<file path="src/rtl/vid_pkg.sv">
// Shared types for the video-in to AXI-Stream bridge.
// Beat layout, FSM states and counter helpers.
package vid_pkg;
  localparam int CNT_W = 16;
  localparam int PIX_W = 24;

  typedef logic [CNT_W-1:0] cnt_t;

  typedef enum logic [1:0] {
    WAIT_VS = 2'd0,
    ACTIVE  = 2'd1,
    RESYNC  = 2'd2
  } vid_state_e;

  typedef struct packed {
    logic             tuser;
    logic             tlast;
    logic [PIX_W-1:0] data;
  } vid_beat_t;

  localparam int BEAT_W = $bits(vid_beat_t);

  function automatic cnt_t sat_inc(cnt_t c);
    return (c == '1) ? c : c + cnt_t'(1);
  endfunction
endpackage

</file>
<file path="src/rtl/vid_fwft_fifo.sv">
// First-word-fall-through FIFO; head entry is visible while not empty.
// Simultaneous read and write is accepted even when full.
module vid_fwft_fifo
  import vid_pkg::*;
#(
  parameter int FIFO_AW = 5,
  parameter int W       = BEAT_W
) (
  input  logic         clk,
  input  logic         rst,
  input  logic         wr_en,
  input  logic [W-1:0] wr_data,
  output logic         full,
  input  logic         rd_en,
  output logic [W-1:0] rd_data,
  output logic         empty
);
  localparam int DEPTH = 1 << FIFO_AW;

  logic [W-1:0]       mem [DEPTH];
  logic [FIFO_AW-1:0] wptr;
  logic [FIFO_AW-1:0] rptr;
  logic [FIFO_AW:0]   count;
  logic               do_wr;
  logic               do_rd;

  assign empty = (count == '0);
  assign full  = count[FIFO_AW];
  assign do_rd = rd_en & ~empty;
  assign do_wr = wr_en & (~full | do_rd);

  // Gate the head so the stream reads all-zero while empty.
  assign rd_data = empty ? '0 : mem[rptr];

  always_ff @(posedge clk or posedge rst) begin
    if (rst) begin
      wptr  <= '0;
      rptr  <= '0;
      count <= '0;
    end else begin
      if (do_wr) wptr <= wptr + FIFO_AW'(1);
      if (do_rd) rptr <= rptr + FIFO_AW'(1);
      unique case ({do_wr, do_rd})
        2'b10:   count <= count + (FIFO_AW+1)'(1);
        2'b01:   count <= count - (FIFO_AW+1)'(1);
        default: count <= count;
      endcase
    end
  end

  always_ff @(posedge clk) begin
    if (do_wr) mem[wptr] <= wr_data;
  end
endmodule

</file>
<file path="src/rtl/vid_in_axis.sv">
// Video timing/pixel input to AXI4-Stream video bridge.
// Frame-locked FSM, geometry check and FWFT output buffer.
module vid_in_axis
  import vid_pkg::*;
#(
  parameter int VID_H_ACTIVE = 1280,
  parameter int VID_V_ACTIVE = 720,
  parameter int FIFO_AW      = 5
) (
  input  logic             PixelClk,
  input  logic             rst,
  input  logic             vid_pVDE,
  input  logic             vid_pHSync,
  input  logic             vid_pVSync,
  input  logic [PIX_W-1:0] vid_pData,
  output logic [PIX_W-1:0] m_axis_tdata,
  output logic             m_axis_tvalid,
  input  logic             m_axis_tready,
  output logic             m_axis_tuser,
  output logic             m_axis_tlast,
  output logic             locked,
  output logic             overflow,
  output logic [CNT_W-1:0] frame_cnt
);
  localparam cnt_t H_EXP = cnt_t'(VID_H_ACTIVE);
  localparam cnt_t V_EXP = cnt_t'(VID_V_ACTIVE);

  vid_state_e       state;
  logic             s1_vde;
  logic             s1_hs;
  logic             s1_vs;
  logic             s1_vs_d;
  logic [PIX_W-1:0] s1_data;
  logic             hs_unused;
  logic             sof_pend;
  logic             line_err;
  cnt_t             h_cnt;
  cnt_t             v_cnt;

  logic      vs_rise;
  logic      eol;
  logic      pop;
  logic      push;
  logic      drop;
  logic      sof;
  logic      fifo_full;
  logic      fifo_empty;
  vid_beat_t wr_beat;
  vid_beat_t rd_beat;
  cnt_t      h_base;
  cnt_t      v_base;
  logic      err_base;
  cnt_t      h_inc;

  assign hs_unused = s1_hs;

  always_ff @(posedge PixelClk or posedge rst) begin
    if (rst) begin
      s1_vde  <= 1'b0;
      s1_hs   <= 1'b0;
      s1_vs   <= 1'b0;
      s1_vs_d <= 1'b0;
      s1_data <= '0;
    end else begin
      s1_vde  <= vid_pVDE;
      s1_hs   <= vid_pHSync;
      s1_vs   <= vid_pVSync;
      s1_vs_d <= s1_vs;
      s1_data <= vid_pData;
    end
  end

  assign vs_rise = s1_vs & ~s1_vs_d;
  assign eol     = s1_vde & ~vid_pVDE;
  assign pop     = m_axis_tvalid & m_axis_tready;
  assign push    = (state == ACTIVE) & s1_vde;
  assign drop    = push & fifo_full & ~pop;
  assign sof     = sof_pend | vs_rise;
  assign wr_beat = {sof, eol, s1_data};

  // A VSync edge starts a fresh frame; that cycle's pixel counts into it.
  assign h_base   = vs_rise ? '0 : h_cnt;
  assign v_base   = vs_rise ? '0 : v_cnt;
  assign err_base = vs_rise ? 1'b0 : line_err;
  assign h_inc    = sat_inc(h_base);

  always_ff @(posedge PixelClk or posedge rst) begin
    if (rst) begin
      state     <= WAIT_VS;
      sof_pend  <= 1'b0;
      line_err  <= 1'b0;
      h_cnt     <= '0;
      v_cnt     <= '0;
      locked    <= 1'b0;
      overflow  <= 1'b0;
      frame_cnt <= '0;
    end else begin
      unique case (state)
        WAIT_VS, RESYNC: begin
          if (state == RESYNC) locked <= 1'b0;
          if (vs_rise) begin
            state    <= ACTIVE;
            sof_pend <= 1'b1;
            line_err <= 1'b0;
            h_cnt    <= '0;
            v_cnt    <= '0;
          end
        end
        ACTIVE: begin
          if (vs_rise)
            locked <= ~line_err & (h_cnt == '0) & (v_cnt == V_EXP);
          if (drop) begin
            overflow <= 1'b1;
            locked   <= 1'b0;
            state    <= RESYNC;
          end else if (push) begin
            sof_pend <= 1'b0;
            if (sof) frame_cnt <= frame_cnt + cnt_t'(1);
            if (eol) begin
              h_cnt    <= '0;
              v_cnt    <= sat_inc(v_base);
              line_err <= err_base | (h_inc != H_EXP);
            end else begin
              h_cnt    <= h_inc;
              v_cnt    <= v_base;
              line_err <= err_base;
            end
          end else begin
            if (vs_rise) sof_pend <= 1'b1;
            h_cnt    <= h_base;
            v_cnt    <= v_base;
            line_err <= err_base;
          end
        end
        default: state <= WAIT_VS;
      endcase
    end
  end

  vid_fwft_fifo #(
    .FIFO_AW (FIFO_AW),
    .W       (BEAT_W)
  ) u_fifo (
    .clk     (PixelClk),
    .rst     (rst),
    .wr_en   (push & ~drop),
    .wr_data (wr_beat),
    .full    (fifo_full),
    .rd_en   (m_axis_tready),
    .rd_data (rd_beat),
    .empty   (fifo_empty)
  );

  assign m_axis_tvalid = ~fifo_empty;
  assign m_axis_tdata  = rd_beat.data;
  assign m_axis_tuser  = rd_beat.tuser;
  assign m_axis_tlast  = rd_beat.tlast;
endmodule

</file>
<file path="config.mk">
export PLATFORM = sky130hd
export DESIGN_NAME = vid_in_axis
export DESIGN_NICKNAME = d
export VERILOG_FILES = /design/src/rtl/vid_pkg.sv /design/src/rtl/vid_fwft_fifo.sv /design/src/rtl/vid_in_axis.sv
export SDC_FILE = /design/constraint.sdc
export NUM_CORES = 1
export LEC_CHECK = 0
export CAP_MARGIN = 20
export CORE_ASPECT_RATIO = 1.2
export CORE_MARGIN = 10
export CORE_UTILIZATION = 35
export DETAILED_ROUTE_END_ITERATION = 8
export GPL_TIMING_DRIVEN = 0
export PLACE_DENSITY_LB_ADDON = 0.05
export SETUP_SLACK_MARGIN = 0.2
export SLEW_MARGIN = 5
export SYNTH_ARGS = -nofsm -noshare
export SYNTH_HDL_FRONTEND = slang
export SYNTH_SLANG_ARGS = --single-unit
</file>
<file path="constraint.sdc">
create_clock -name PixelClk -period 2.95 [get_ports PixelClk]
set_input_delay 0.59 -clock PixelClk [delete_from_list [all_inputs] [get_ports PixelClk]]
set_output_delay 0.59 -clock PixelClk [all_outputs]
set_load 0.01 [all_outputs]
</file>
==> out/qor.csv <==
metric;value;unit
Cell Pwr Density;911;nW/µm²
IO Port Bufs;73;
Longest Clk Path Bufs;3;
critical path class;flip-flop to output pin;
LEAKAGE;15.2;nW
RSZ-0062 raised after global routing;yes;
CTS sink count;929;
Yosys cell types;59;
Clock Skew;22.2;ps
1st-pass router iterations;5;
fillcell total;8787;
max-slew violation count;0;
Synth Cell Area;36300;µm²
worst vdd ir;0.000495;V
status;finished with violations;
Top FF cell, synth;edfxtp_1;
Sequential Power Share;0.359;
failing checks;negative setup slack;
utilization after layout;0.447;
MaxCap Viol Count;0;
nature of the critical path endpoint;output pin;
max frequency;265;MHz
Gate power share;0.355;
type of origin of the critical path;flip-flop;
share of cells above drive strength 1;0.375;
min-delay worst type;input port to asynchronous set/reset pin;
Setup WS post-layout;-830;ps
slowest CP cell;mux4_2;
delay-heaviest family, CP;multiplexers;
largest cells by area after synthesis;edfxtp_1 69%, mux4_2 16%, dfrtp_1 6.7%;
DRC viols;0;
synthesized flop and latch total;929;
diode count;0;
Post-Syn Instances;1699;
Final Wtd Congestion;0.788;
Clock Latency Late Sink;680;ps
CTS H-tree lvls;3;
gr usage total;0.180;
critical path arrival;3190;ps
multi-input logic area;9010;µm²
endpoints failing hold;0;
Storage cell area;27400;µm²
number of buffers created by CTS;98;
register area share after synthesis;0.754;
largest net degree at the start of global routing;36;
Setup TNS Final;-20390;ps
Post-synth EDFFs;832;
DIE HEIGHT;373;µm
area grow syn2layout;27.0;%
core area;103000;µm²
CP Data Required Time;2360;ps
Slew headroom;0.287;
Avg WL per Cell;30.1;µm
Post-CTS Hold Buffers;0;
top cell type's share of synthesized area;0.688;
Clk network pwr share;0.286;
async set-or-reset flop fraction in the synthesized netlist;0.104;
Syn Nets;1744;
Vias/cell;5.19;
total net switching power;0.0127;W
Starting Density;0.352;
CTS tree;done;
die width;314;µm
io pins;75;
Root Driver;clkbuf_16;
antenna violations before repair;1;
grt total ovfl;0;
area leader, netlist;edfxtp_1;
Worst Path Buf+Inv;5;
post-layout min period;3780;ps
synth warn;0;
CP Cell Sequence;clkbuf_16 -> buf_12 -> buf_12 -> buf_16 -> mux4_2 -> mux4_2 -> mux2i_4 -> nor2_1 -> clkbuf_2;
period utilization;1.28;
Final ANT Viol Nets;0;
synth cell count leaders;832 x edfxtp_1, 260 x mux4_2, 97 x dfrtp_1;
Vias;18400;
CP Max Fanout;6;
Worst Max-Slew Pin Slew;1070;ps
post-DP HPWL;67900;µm
CTS clk-pin slew, worst paths;60;ps
std cell rows;129;
vias in the first global route;19500;
total wire length;106000;µm
CP peak stage delay;520;ps
sw frac;0.302;
first-pass GRT wire length;149000;µm
final net count;2122;
Int Pwr;0.0294;W
die area;117000;µm²
Mean Syn Cell Area;21.4;µm²
First DRT Iteration DRCs;1520;
count leader, synth;edfxtp_1;
setup violators final;26;
[worst paths after layout]
check,depth (start not counted),slack [ps],to,start
max reg2reg,14,330,u_fifo.count[4]$_DFFE_PP0P_,u_fifo.count[5]$_DFFE_PP0P_
min,2,300,frame_cnt[7]$_DFFE_PP0P_,rst
max in group asynchronous,4,1820,s1_data[20]$_DFF_PP0_,rst
min reg2reg,0,470,s1_vs_d$_DFF_PP0_,s1_vs$_DFF_PP0_
max,9,-830,m_axis_tdata[16],u_fifo.rptr[0]$_DFFE_PP0P_
min in group PixelClk,1,350,s1_data[2]$_DFF_PP0_,vid_pData[2]
[area by class of cell]
type | instances | area share
Sequential cell | 929 | 0.594
Multi-Input combinational cell | 673 | 0.195
Inverter | 18 | 0.00165
Clock inverter | 54 | 0.00963
Timing Repair Buffer | 278 | 0.0816
Buffer | 79 | 0.0220
Clock buffer | 129 | 0.0583
Tap cell | 1375 | 0.0373
[routing by layer]
metal | vias to the layer above | track usage | part of all wire
li1 | 7796 | - | -
met1 | 9968 | 0.233 | 0.41
met2 | 475 | 0.312 | 0.52
met5 | - | 0 | 0.00011
met3 | 122 | 0.0300 | 0.049
met4 | 2 | 0.0472 | 0.021
[layout by cell type, fill, tap and decap left out, types with 16 or more instances in the layout]
cell,instances
nand3_1,16
clkbuf_1,28
buf_16,39
nand2_1,56
clkinv_2,28
buf_6,17
mux4_2,260
nor2_4,37
buf_2,25
clkdlybuf4s50_1,46
clkbuf_16,104
clkbuf_4,18
xor2_1,23
edfxtp_1,832
o21ai_0,25
buf_12,84
nor2_1,44
buf_4,80
dfrtp_1,95
xnor2_1,23
[what timing repair did]
action                     CTS  global route
gates cloned                10             3
setup buffers               89            51
gates resized for setup    347            47
pin swaps                   37            16
setup endpoints to repair  884           127
[kinds of logic after synthesis]
| kind of cell | after synthesis | synth area share |
|---|---|---|
| compound gates | 73 | 0.0127 |
| xor+xnor | 46 | 0.0111 |
| fa+ha+maj | 15 | 0.00517 |
| buf+inv | 97 | 0.0118 |
| flops | 929 | 0.754 |
| mux | 294 | 0.171 |
| simple gates | 245 | 0.0340 |
[through the flow]
stage	std cells	power (W)	area [µm²]	setup slack [ps]	hold slack, ps
after CTS	3478	0.0420	45400	-940	271
after global placement	3147	0.0271	38800	-2780	399
after floorplan	1699	0.0223	36300	103	368
final	3535	0.0420	46100	-830	297
after detailed placement	3196	0.0275	40000	-1570	403
after global routing	3535	0.0438	46100	-925	326
[state kept, by name, summed over array words and instances, names as in the netlist]
signal / cells
h_cnt: 16
s1_vs: 1
u_fifo.wptr: 5
line_err: 1
u_fifo.rptr: 5
sof_pend: 1
s1_vde: 1
s1_data: 24
state: 2
u_fifo.mem: 832
overflow: 1
u_fifo.count: 6
s1_vs_d: 1
frame_cnt: 16
locked: 1
v_cnt: 16
[power groups by stage]
stage	logic [W]	clock network [W]	registers (W)
after detailed placement	0.0121	0	0.0153
after global routing	0.0158	0.0129	0.0151
after CTS	0.0145	0.0124	0.0151
final	0.0149	0.0120	0.0151
after global placement	0.0117	0	0.0153
after floorplan	0.00704	0	0.0152
[worst reg2reg max path, cell delays in order (launching register included)]
cell and delay [ps]:
dfrtp_1 440, nor2b_2 340, nor2_4 70, buf_4 150, buf_4 150, inv_2 150
ha_4 180, buf_8 100, xor2_1 150, ha_2 210, inv_2 40, nor3b_2 180
o21ai_1 90, a21oi_1 160, xor2_1 160
Note: power is estimated with default switching activity, not from simulation.
